--- config.mk ---
export PLATFORM = sky130hd
export DESIGN_NAME = fact_arb_seq
export DESIGN_NICKNAME = d
export VERILOG_FILES = /design/src/rtl/fact_arb_seq.sv
export SDC_FILE = /design/constraint.sdc
export NUM_CORES = 1
export LEC_CHECK = 0
export BUFFER_PORTS_ARGS = -buffer_cell sky130_fd_sc_hd__buf_2
export CORE_MARGIN = 1
export CORE_UTILIZATION = 58
export DETAILED_ROUTE_END_ITERATION = 10
export GPL_TIMING_DRIVEN = 0
export PLACE_DENSITY = 0.76
export SLEW_MARGIN = 15
export SYNTH_ARGS = -nofsm -noshare
export SYNTH_HDL_FRONTEND = slang
export SYNTH_SLANG_ARGS = --single-unit
--- constraint.sdc ---
create_clock -name clk -period 3.9 [get_ports clk]
set_input_delay 0.39 -clock clk [delete_from_list [all_inputs] [get_ports clk]]
set_output_delay 0.39 -clock clk [all_outputs]
set_load 0.01 [all_outputs]
--- src/rtl/fact_arb_seq.sv ---
// fact_arb_seq
//   Shared multi-cycle evaluator for R = (n * n!) / (2n + 1), with every
//   intermediate truncated to 32 bits. Two requesters share one iterative
//   multiply step and one restoring divider. A round-robin arbiter, which is
//   evaluated only while idle, decides which requester is served.
//
// Ports
//   clk        system clock, rising edge
//   reset      asynchronous active-low reset; all state cleared while low
//   req0/n0    requester 0 level request and 4-bit operand
//   req1/n1    requester 1 level request and 4-bit operand
//   ack0/ack1  one-cycle pulse in the cycle after a request is accepted
//   busy       high from the cycle after accept through the result cycle
//   result     last computed value, held until the next result
//   res_valid  one-cycle pulse in the cycle that result is updated
//   res_id     requester that owns result, held with result
module fact_arb_seq (
  input  logic        clk,
  input  logic        reset,
  input  logic        req0,
  input  logic [3:0]  n0,
  input  logic        req1,
  input  logic [3:0]  n1,
  output logic        ack0,
  output logic        ack1,
  output logic        busy,
  output logic [31:0] result,
  output logic        res_valid,
  output logic        res_id
);

  typedef enum logic [2:0] {IDLE, FACT, MUL, DIV, DONE} state_t;

  state_t      state_reg, state_next;

  logic [3:0]  n_reg;          // latched operand of the job in flight
  logic        id_reg;         // owner of the job in flight
  logic        last_grant_reg;
  logic [31:0] acc_reg;        // running factorial
  logic [3:0]  idx_reg;        // next factor to multiply in
  logic [31:0] quo_reg;        // dividend shifting out, quotient shifting in
  logic [4:0]  rem_reg;        // partial remainder, always below divisor
  logic [4:0]  div_reg;        // divisor 2n + 1
  logic [4:0]  cnt_reg;        // quotient bit counter
  logic        ack0_reg, ack1_reg;
  logic [31:0] result_reg;
  logic        res_id_reg;

  // Arbitration
  logic        grant_valid;
  logic        grant_id;
  logic [3:0]  n_sel;

  // Restoring divider step
  logic [5:0]  div_trial;
  logic        div_ge;
  logic [5:0]  div_diff;
  logic        q_bit;

  always_comb begin
    grant_valid = req0 | req1;
    // On a tie the requester that was not served last wins.
    grant_id    = (req0 && req1) ? ~last_grant_reg : req1;
    n_sel       = grant_id ? n1 : n0;
  end

  always_comb begin
    div_trial = {rem_reg, quo_reg[31]};
    div_ge    = (div_trial >= {1'b0, div_reg});
    div_diff  = div_trial - {1'b0, div_reg};
    q_bit     = div_ge;
  end

  always_ff @(posedge clk or negedge reset) begin
    if (!reset) begin
      state_reg <= IDLE;
    end else begin
      state_reg <= state_next;
    end
  end

  always_comb begin
    state_next = state_reg;
    busy       = 1'b0;
    res_valid  = 1'b0;
    case (state_reg)
      IDLE: begin
        if (grant_valid) begin
          state_next = (n_sel >= 4'd2) ? FACT : MUL;
        end
      end
      FACT: begin
        busy = 1'b1;
        // Last factor is multiplied in this cycle.
        if (idx_reg == n_reg) begin
          state_next = MUL;
        end
      end
      MUL: begin
        busy       = 1'b1;
        state_next = DIV;
      end
      DIV: begin
        busy = 1'b1;
        if (cnt_reg == 5'd31) begin
          state_next = DONE;
        end
      end
      DONE: begin
        busy       = 1'b1;
        res_valid  = 1'b1;
        state_next = IDLE;
      end
      default: begin
        state_next = IDLE;
      end
    endcase
  end

  always_ff @(posedge clk or negedge reset) begin
    if (!reset) begin
      n_reg          <= 4'd0;
      id_reg         <= 1'b0;
      last_grant_reg <= 1'b1;
      acc_reg        <= 32'd0;
      idx_reg        <= 4'd0;
      quo_reg        <= 32'd0;
      rem_reg        <= 5'd0;
      div_reg        <= 5'd0;
      cnt_reg        <= 5'd0;
      ack0_reg       <= 1'b0;
      ack1_reg       <= 1'b0;
      result_reg     <= 32'd0;
      res_id_reg     <= 1'b0;
    end else begin
      ack0_reg <= 1'b0;
      ack1_reg <= 1'b0;
      case (state_reg)
        IDLE: begin
          if (grant_valid) begin
            n_reg          <= n_sel;
            id_reg         <= grant_id;
            last_grant_reg <= grant_id;
            ack0_reg       <= ~grant_id;
            ack1_reg       <= grant_id;
            // 0! is defined as 0 here, so acc starts at 0 for n = 0.
            acc_reg        <= {31'd0, (n_sel != 4'd0)};
            idx_reg        <= 4'd2;
          end
        end
        FACT: begin
          acc_reg <= acc_reg * {28'd0, idx_reg};
          idx_reg <= idx_reg + 4'd1;
        end
        MUL: begin
          quo_reg <= acc_reg * {28'd0, n_reg};
          rem_reg <= 5'd0;
          div_reg <= {n_reg, 1'b1};
          cnt_reg <= 5'd0;
        end
        DIV: begin
          quo_reg <= {quo_reg[30:0], q_bit};
          rem_reg <= div_ge ? div_diff[4:0] : div_trial[4:0];
          cnt_reg <= cnt_reg + 5'd1;
          if (cnt_reg == 5'd31) begin
            result_reg <= {quo_reg[30:0], q_bit};
            res_id_reg <= id_reg;
          end
        end
        default: begin
        end
      endcase
    end
  end

  assign ack0   = ack0_reg;
  assign ack1   = ack1_reg;
  assign result = result_reg;
  assign res_id = res_id_reg;

endmodule

==> Implementation_results.wiki, run 1 <==
{| class="wikitable"
! Metric !! Value
|-
| Wire length of the first global-routing pass || 58100 um
|-
| Chip Height || 152 um
|-
| Kind of critical path || flop to flop
|-
| DRT Pass-1 Iters || 9
|-
| Hold slack final || 0.334 ns
|-
| Final global-route overflow total || 0
|-
| Power share of the sequential group || 21.5%
|-
| Critical path required time || 4.20 ns
|-
| Flip-flop and latch area || 3190 um^2
|-
| Worst endpoint data arrival time || 4.37 ns
|-
| Transition time of the tightest slew-check pin || 1.23 ns
|-
| Number of synthesized flops with an enable pin || 0
|-
| Overall routing resource usage || 31.4%
|-
| Asr flop ratio synth || 100%
|-
| Area of the multi-input gates || 9670 um^2
|-
| Die width || 152 um
|-
| Wire length reported by the detailed router || 37300 um
|-
| Area fraction in compound gates after synthesis || 12.7%
|-
| Via count of the first global-routing pass || 11624
|-
| Setup repair after global routing missed its margin || true
|-
| Average size of a mapped cell || 8.33 um^2
|-
| Relative slew margins || 17.1%
|-
| Cells after Synth || 1570
|-
| Chain of cells forming the critical path || buf_4 -> buf_6 -> and2_4 -> fa_1 -> inv_2 -> fa_1 -> inv_2 -> ha_4 -> a21o_1 -> a211o_1 -> a311oi_2 -> o21ai_2 -> a21oi_2 -> xnor2_1 -> mux2i_1 -> o21ai_1
|-
| CTS tree || done
|-
| Post-route antenna net violation count || 0
|-
| Peak clock frequency supported by timing || 246 MHz
|-
| Vias || 11681
|-
| Count of endpoints failing hold in the final timing report || 0
|-
| Finished Core Util || 72.4%
|-
| Outcome || finished with violations
|-
| Floorplan Core Area || 22000 um^2
|-
| Final non-filler cell area || 15900 um^2
|-
| Number of violations reported at the end of detailed-routing iteration 0 || 1111
|-
| Largest net degree at the start of global routing || 66
|-
| Number of endpoints failing setup at the final stage || 17
|-
| Setup slack after layout || -0.164 ns
|-
| Insertion delay of the later-clocked pin in the worst-skew pair || 0.44 ns
|-
| Most instantiated flip-flop cell in the synthesis netlist || sky130_fd_sc_hd__dfrtp_1
|-
| Area leader, netlist || sky130_fd_sc_hd__dfrtp_1
|-
| Clock share of power || 15.3%
|-
| Switching power total || 4.98 mW
|-
| Final-layout fill cell count || 1543
|-
| Part of the total power dissipated in combinational logic || 63.2%
|-
| Final layout net count || 1889
|-
| Depth of the CTS H-tree || 4
|-
| Wirelength per Cell || 18.8 um
|-
| Critical Path Start Type || flop
|-
| Initial cell density of the core || 59.6%
|-
| Mux contribution to synthesized area || 3.89%
|-
| Post-synthesis sequential element count || 127
|-
| Switching share of total power || 48.3%
|-
| Routability-driven placement congestion ratio || 0.906
|-
| Violated checks || design-rule violations, negative setup slack
|-
| Parity-gate share of the synthesized area counting xor and xnor cells || 3.88%
|-
| Slowest-stage cell, CP || sky130_fd_sc_hd__fa_1
|-
| Total number of yosys warnings || 0
|-
| Delay of the slowest cell on the worst path || 0.55 ns
|-
| Via density || 5.89
|-
| CTS clk-pin slew, worst paths || 0.06 ns
|-
| Total standard cell area after synthesis || 13100 um^2
|-
| DRC || 10
|-
| Largest family of logic cells by synthesized area || adder cells
|-
| CP Max Fanout || 5
|-
| Path category of the worst min-delay check || input pin to flop
|-
| Cell at the root of the clock tree || sky130_fd_sc_hd__clkbuf_16
|-
| Total count of max-transition violations in the final report || 0
|-
| Synthesized-area fraction occupied by and/or/nand/nor cells || 21.6%
|-
| Worst slack at placement || -0.783 ns
|-
| Yosys top cell area share || 24.1%
|-
| Layout cells sized above 1 || 21.1%
|-
| Period utilization || 104%
|-
| DPL Wire Length || 25500 um
|-
| Number of CTS-inserted buffers || 17
|-
| Clock sinks || 127
|-
| Cell area power density || 649 nW/um^2
|-
| IR Drop Worst-Case VDD || 0.000310 V
|-
| Net count after synthesis || 1769
|-
| Adder-cell share of the synthesized area || 24.5%
|-
| Final total power || 10.3 mW
|-
| Layout Area Growth over Synthesis || 21.6%
|-
| P_leak || 7.26 nW
|-
| Full die area || 23200 um^2
|-
| Nature of the critical path endpoint || flop
|-
| Clk buf depth || 2
|-
| DP Cell Count || 1899
|-
| Part of the Yosys area used for sequential elements || 24.3%
|-
| Max-capacitance violation count || 0
|-
| Post-Layout Cell Count || 1983
|-
| Antenna violations before repair || 0
|-
| Clock period minus final worst setup slack || 4.06 ns
|-
| Diode count || 0
|-
| Biggest area contributors in the synthesized netlist || sky130_fd_sc_hd__dfrtp_1 (24%), sky130_fd_sc_hd__fa_1 (18%), sky130_fd_sc_hd__and2_1 (8.7%)
|-
| Post-synthesis cell type count || 61
|-
| Total of buffers placed on input and output ports || 48
|-
| Number of standard-cell rows in the floorplan || 54
|-
| IO Count || 49
|-
| Sum of negative setup slack || -1.21 ns
|-
| Clock skew after layout || 0.00890 ns
|-
| Placed inst area || 13700 um^2
|-
| Int Power || 5.33 mW
|}
-- what timing repair did --
action                                 CTS  global route
hold buffers                             1             0
resized for setup                      131           170
endpoints found under the hold margin   63             0
pin swaps                               38            81
setup endpoints to repair               44            35
buffers inserted                        30            26
gates cloned                             2             3
-- metal layers --
metal / global-route usage [%] / vias to the layer above / share of wire (%)
li1: - / 5310 / -
met1: 39.4 / 5721 / 41
met2: 53.3 / 496 / 49
met3: 4.64 / 154 / 5.8
met4: 15.6 / 0 / 4.7
met5: 0 / - / 0
-- worst max-delay path: cells and delay by family (launching register included) --
kind                     cells  cell delay, ns
adder cells (fa/ha/maj)      3            1.28
AO/OA/AOI/OAI                6            1.26
flip-flops                   1            0.45
buffers and inverters        4            0.38
multiplexers                 1            0.30
AND/OR/NAND/NOR              1            0.15
XOR/XNOR                     1            0.10
-- path summary, 6_finish.rpt --
check,end,slack (ns),depth (start not counted),from
worst max-delay path,quo_reg[31]$_DFFE_PN0P_,-0.16,16,n_reg[1]$_DFFE_PN0P_
worst min-delay path,n_reg[2]$_DFFE_PN0P_,0.33,3,n0[2]
worst max register to register,quo_reg[31]$_DFFE_PN0P_,-0.16,16,n_reg[1]$_DFFE_PN0P_
worst min register to register,id_reg$_DFFE_PN0P_,0.48,1,id_reg$_DFFE_PN0P_
max in group asynchronous,acc_reg[0]$_DFFE_PN0P_,2.61,3,reset
min in group asynchronous,result[4]$_DFFE_PN0P_,0.49,2,reset
-- cells in the mapped netlist (16+ instances only) --
cell                       instances
sky130_fd_sc_hd__xnor2_1          35
sky130_fd_sc_hd__fa_1            115
sky130_fd_sc_hd__nor2_1           59
sky130_fd_sc_hd__xor2_1           23
sky130_fd_sc_hd__clkbuf_1         72
sky130_fd_sc_hd__a21o_1           22
sky130_fd_sc_hd__and2_1          181
sky130_fd_sc_hd__ha_1             72
sky130_fd_sc_hd__inv_1           244
sky130_fd_sc_hd__dfrtp_1         126
sky130_fd_sc_hd__nand3_1          57
sky130_fd_sc_hd__and3_1           21
sky130_fd_sc_hd__a21oi_1          83
sky130_fd_sc_hd__nand2_1         179
sky130_fd_sc_hd__mux2_2           31
sky130_fd_sc_hd__nor3_1           21
sky130_fd_sc_hd__o21ai_0          91
sky130_fd_sc_hd__mux2i_1          16
-- cell usage in the layout (no fill, tap or decap), drive strengths merged, types with 4 or more instances in the layout --
cell      Yosys  routed
mux2i        16      16
o21ai        94      94
clkbuf       72      70
o21a          7       7
o21bai        6       6
and2        181     181
clkinv        0       5
mux2         31      31
inv         244     248
ha           72      72
nand2b        6       6
nor2         59      59
xnor2        35      35
a21o         22      22
a211oi        8       8
or3           4       4
a21boi        7       7
o211ai        8       8
a21oi        83      83
a31oi         8       8
nand2       179     179
xor2         23      23
nor2b        11      11
dfrtp       126     126
nand4        13      13
nor3         21      21
and3         22      22
nand3        57      57
fa          115     115
clkinvlp      0       4
buf           2     122
-- cells by family (layout without fill, tap and decap cells) --
logic type / count (synthesis) / after routing
and+or+nand+nor: 560 / 560
adders and majority gates: 187 / 187
AOI/OAI and AO/OA: 273 / 273
xor gates and xnor gates: 58 / 58
buffers and inverters: 318 / 451
muxes: 47 / 47
DFF: 127 / 127
-- power by group through the flow --
stage	registers, mW	clock network (mW)	logic (mW)
2_1_floorplan	1.98	0	3.76
3_3_place_gp	2.15	0	4.84
3_5_place_dp	2.16	0	4.99
4_1_cts	2.15	1.58	5.65
5_1_grt	2.26	1.64	7.15
6_report	2.22	1.57	6.52
-- cell type report --
type	instances	share of cell area [%]
Tap cell	280	2.20
Multi-Input combinational cell	1125	60.8
Inverter	244	5.76
Timing Repair Buffer	111	5.08
Clock inverter	14	0.842
Sequential cell	127	20.1
Clock buffer	18	2.70
Buffer	64	2.57
(Power assumes the default switching activity.)
==> inputs of run 2 (changes only) <==
--- a/config.mk
+++ b/config.mk
@@ -7,10 +7,10 @@
 export LEC_CHECK = 0
 export BUFFER_PORTS_ARGS = -buffer_cell sky130_fd_sc_hd__buf_2
 export CORE_MARGIN = 1
-export CORE_UTILIZATION = 58
+export CORE_UTILIZATION = 64
 export DETAILED_ROUTE_END_ITERATION = 10
 export GPL_TIMING_DRIVEN = 0
-export PLACE_DENSITY = 0.76
+export PLACE_DENSITY = 0.8
 export SLEW_MARGIN = 15
 export SYNTH_ARGS = -nofsm -noshare
 export SYNTH_HDL_FRONTEND = slang
==> constraint.sdc (replaced) <==
create_clock -name clk -period 4.1 [get_ports clk]
set_input_delay 0.41 -clock clk [delete_from_list [all_inputs] [get_ports clk]]
set_output_delay 0.41 -clock clk [all_outputs]
set_load 0.01 [all_outputs]
==> run 2 against run 1 <==
  * The flow finishes with violations (negative setup slack)
  * Largest cell class unchanged
  * Critical path depth is 1 lower
  * Routed wire length fell by 6.4%
  * Clock skew up 0.0020 ns
  * Power is 11% lower
  * Clock power increased by 6%
==> Implementation_results.wiki, run 2 (same netlist as run 1, synthesis figures left out) <==
{| class="wikitable"
! Metric !! Value
|-
| Outcome || finished with violations
|-
| Violated checks || negative setup slack
|-
| IR Drop Worst-Case VDD || 0.000334 V (+7.8%)
|-
| Worst Path Buf+Inv || 3 (-1)
|-
| Via density || 5.96 (+1.2%)
|-
| Chip Height || 145 um (-4.7%)
|-
| Kind of cell with the highest combined delay on the critical path || compound AO/OA/AOI/OAI gates
|-
| Count of endpoints failing hold in the final timing report || 0 (unchanged)
|-
| Delay of the slowest cell on the worst path || 0.55 ns (about the same)
|-
| Nature of the critical path endpoint || flop
|-
| Overall routing resource usage || 33.4% (+2.0 points)
|-
| Total count of max-transition violations in the final report || 0 (unchanged)
|-
| Period utilization || 100% (-3.9 points)
|-
| Vias || 11540 (-1.2%)
|-
| CP Max Fanout || 6 (+1)
|-
| Peak clock frequency supported by timing || 243 MHz (-1.1%)
|-
| Wire length reported by the detailed router || 34900 um (-6.4%)
|-
| Wirelength per Cell || 18.0 um (-4.1%)
|-
| CTS tree || done
|-
| Critical Path Start Type || flop
|-
| Relative slew margins || 18.1% (+1.0 points)
|-
| Setup repair after global routing missed its margin || true
|-
| Path category of the worst min-delay check || input pin to flop
|-
| Via count of the first global-routing pass || 11529 (-0.82%)
|-
| Routing layer with the top usage in global route || met2
|-
| Met1 track demand over resource in global routing || 43.2% (+3.8 points)
|-
| Antenna violations before repair || 0 (unchanged)
|-
| Clk buf depth || 2 (unchanged)
|-
| Critical path required time || 4.40 ns (+0.20 ns)
|-
| Global routing usage on met2 || 55.3% (+2.0 points)
|-
| P_leak || 7.02 nW (-3.3%)
|-
| Number of violations reported at the end of detailed-routing iteration 0 || 1045 (-5.9%)
|-
| Depth of the CTS H-tree || 4 (unchanged)
|-
| Cell area power density || 610 nW/um^2 (-6.0%)
|-
| Max-capacitance violation count || 0 (unchanged)
|-
| Initial cell density of the core || 66.3% (+6.8 points)
|-
| Insertion delay of the later-clocked pin in the worst-skew pair || 0.43 ns (about the same)
|-
| Wire length of the first global-routing pass || 56500 um (-2.8%)
|-
| Layout cells sized above 1 || 13.9% (-7.2 points)
|-
| Transition time of the tightest slew-check pin || 1.23 ns (-0.00157 ns)
|-
| Chain of cells forming the critical path || buf_8 -> and2_1 -> fa_1 -> inv_1 -> fa_1 -> inv_1 -> ha_4 -> and3_4 -> a211oi_4 -> o32ai_4 -> a311o_1 -> a31o_1 -> a211oi_2 -> xnor2_1 -> o21ai_1
|-
| Cell at the root of the clock tree || sky130_fd_sc_hd__clkbuf_16
|-
| DPL Wire Length || 25400 um (-0.43%)
|-
| Number of standard-cell rows in the floorplan || 51 (-5.6%)
|-
| Final-layout fill cell count || 1365 (-12%)
|-
| Setup slack after layout || -0.0111 ns (+0.153 ns)
|-
| Clock sinks || 127 (unchanged)
|-
| Worst endpoint data arrival time || 4.41 ns (+0.04 ns)
|-
| Final non-filler cell area || 15000 um^2 (-5.7%)
|-
| Largest net degree at the start of global routing || 71 (+7.6%)
|-
| Kind of critical path || flop to flop
|-
| Clock period minus final worst setup slack || 4.11 ns (+0.0467 ns)
|-
| Die width || 145 um (-4.7%)
|-
| Most common cell after layout, fill and taps aside || sky130_fd_sc_hd__inv_1
|-
| Diode count || 0 (unchanged)
|-
| Final global-route overflow total || 0 (unchanged)
|-
| Most used cells in the layout excluding fill and tap cells || sky130_fd_sc_hd__inv_1 (241), sky130_fd_sc_hd__and2_1 (179), sky130_fd_sc_hd__nand2_1 (179), sky130_fd_sc_hd__dfrtp_1 (120), sky130_fd_sc_hd__fa_1 (115)
|-
| IO Count || 49 (unchanged)
|-
| Number of CTS-inserted buffers || 17 (unchanged)
|-
| CTS clk-pin slew, worst paths || 0.06 ns (about the same)
|-
| DRC || 0 (-10)
|-
| DRT Pass-1 Iters || 6 (-3)
|-
| Global routing usage on met3 || 3.99% (-0.64 points)
|-
| Total of buffers placed on input and output ports || 48 (unchanged)
|-
| Slowest-stage cell, CP || sky130_fd_sc_hd__fa_1
|-
| Final layout net count || 1857 (-1.7%)
|-
| Placed inst area || 13700 um^2 (-0.15%)
|-
| Hold slack final || 0.371 ns (+0.0373 ns)
|-
| Post-route antenna net violation count || 0 (unchanged)
|-
| Full die area || 21000 um^2 (-9.3%)
|-
| Clock skew after layout || 0.0109 ns (+0.00204 ns)
|-
| Floorplan Core Area || 19700 um^2 (-10%)
|-
| Routability-driven placement congestion ratio || 0.920 (+1.6%)
|-
| Layout Area Growth over Synthesis || 14.6%
|-
| Number of endpoints failing setup at the final stage || 1 (-16)
|}
-- run 2: cell count changes in the layout (fill, tap and decap cells not counted), moves of 8 or more --
cell and delta:
sky130_fd_sc_hd__ha_1 +17, sky130_fd_sc_hd__a21oi_1 +11, sky130_fd_sc_hd__ha_4 -22, sky130_fd_sc_hd__inv_1 +17, sky130_fd_sc_hd__and2_1 +17, sky130_fd_sc_hd__inv_2 -17, sky130_fd_sc_hd__o21ai_0 +8, sky130_fd_sc_hd__buf_4 -25
sky130_fd_sc_hd__and2_4 -17
-- run 2: stage by stage --
step	setup slack (ns)	power [mW]	TNS, ns	utilization (%)	cells
global placement	-0.476	6.63	-6.80	69.2	1883
CTS	0.00225	8.67	0	73.8	1923
global route	-0.118	9.85	-0.454	76.0	1935
detailed placement	-0.587	6.80	-8.56	69.4	1884
floorplan	0.120	5.46	0	-	1570
finish	-0.0111	9.14	-0.0111	76.0	1935
-- run 2: repair_timing --
item                                    in CTS  in global routing
pin swaps                                    7                 28
endpoints found under the setup margin      34                 26
endpoints found under the hold margin       25                  0
setup buffers                               10                 18
resized for setup                           56                 95
cloned                                       0                  0
hold buffers                                 1                  0
-- run 2: tightest hold or removal path: cells and delay by family --
family | cells | cell delay (ns)
multiplexers | 1 | 0.12
buffers and inverters | 1 | 0.07
AO/OA/AOI/OAI | 1 | 0.16
-- run 2: per-layer routing --
metal / wire length [um] / part of all wire (%)
met1: 14000 / 40
met2: 16900 / 48
met3: 2510 / 7.2
met4: 1500 / 4.3
met5: 0 / 0
-- run 2: worst paths after layout --
path / depth (start not counted) / start / to / slack (ns)
worst min-delay path: 3 / n0[0] / n_reg[0]$_DFFE_PN0P_ / 0.37
max in group asynchronous: 3 / reset / last_grant_reg$_DFFE_PN1P_ / 2.83
min in group asynchronous: 2 / reset / rem_reg[2]$_DFFE_PN0P_ / 0.52
worst max register to register: 15 / idx_reg[1]$_DFFE_PN0P_ / acc_reg[25]$_DFFE_PN0P_ / -0.01
worst min register to register: 1 / id_reg$_DFFE_PN0P_ / id_reg$_DFFE_PN0P_ / 0.48
worst max-delay path: 15 / idx_reg[1]$_DFFE_PN0P_ / acc_reg[25]$_DFFE_PN0P_ / -0.01
-- run 2: power breakdown --
part           internal [mW]  leakage (nW)  switching, mW
clock                   1.04         0.300          0.632
sequential              1.62          1.49          0.476
combinational           2.06          5.22           3.31
total                   4.72          7.02           4.42
-- run 2: final cells by class --
type | count | area (um^2) | area share, %
Buffer | 65 | 339 | 2.26
Clock buffer | 19 | 443 | 2.95
Clock inverter | 12 | 184 | 1.23
Inverter | 244 | 916 | 6.11
Multi-Input combinational cell | 1125 | 9100 | 60.7
Sequential cell | 127 | 3190 | 21.3
Tap cell | 265 | 332 | 2.21
Timing Repair Buffer | 78 | 492 | 3.28
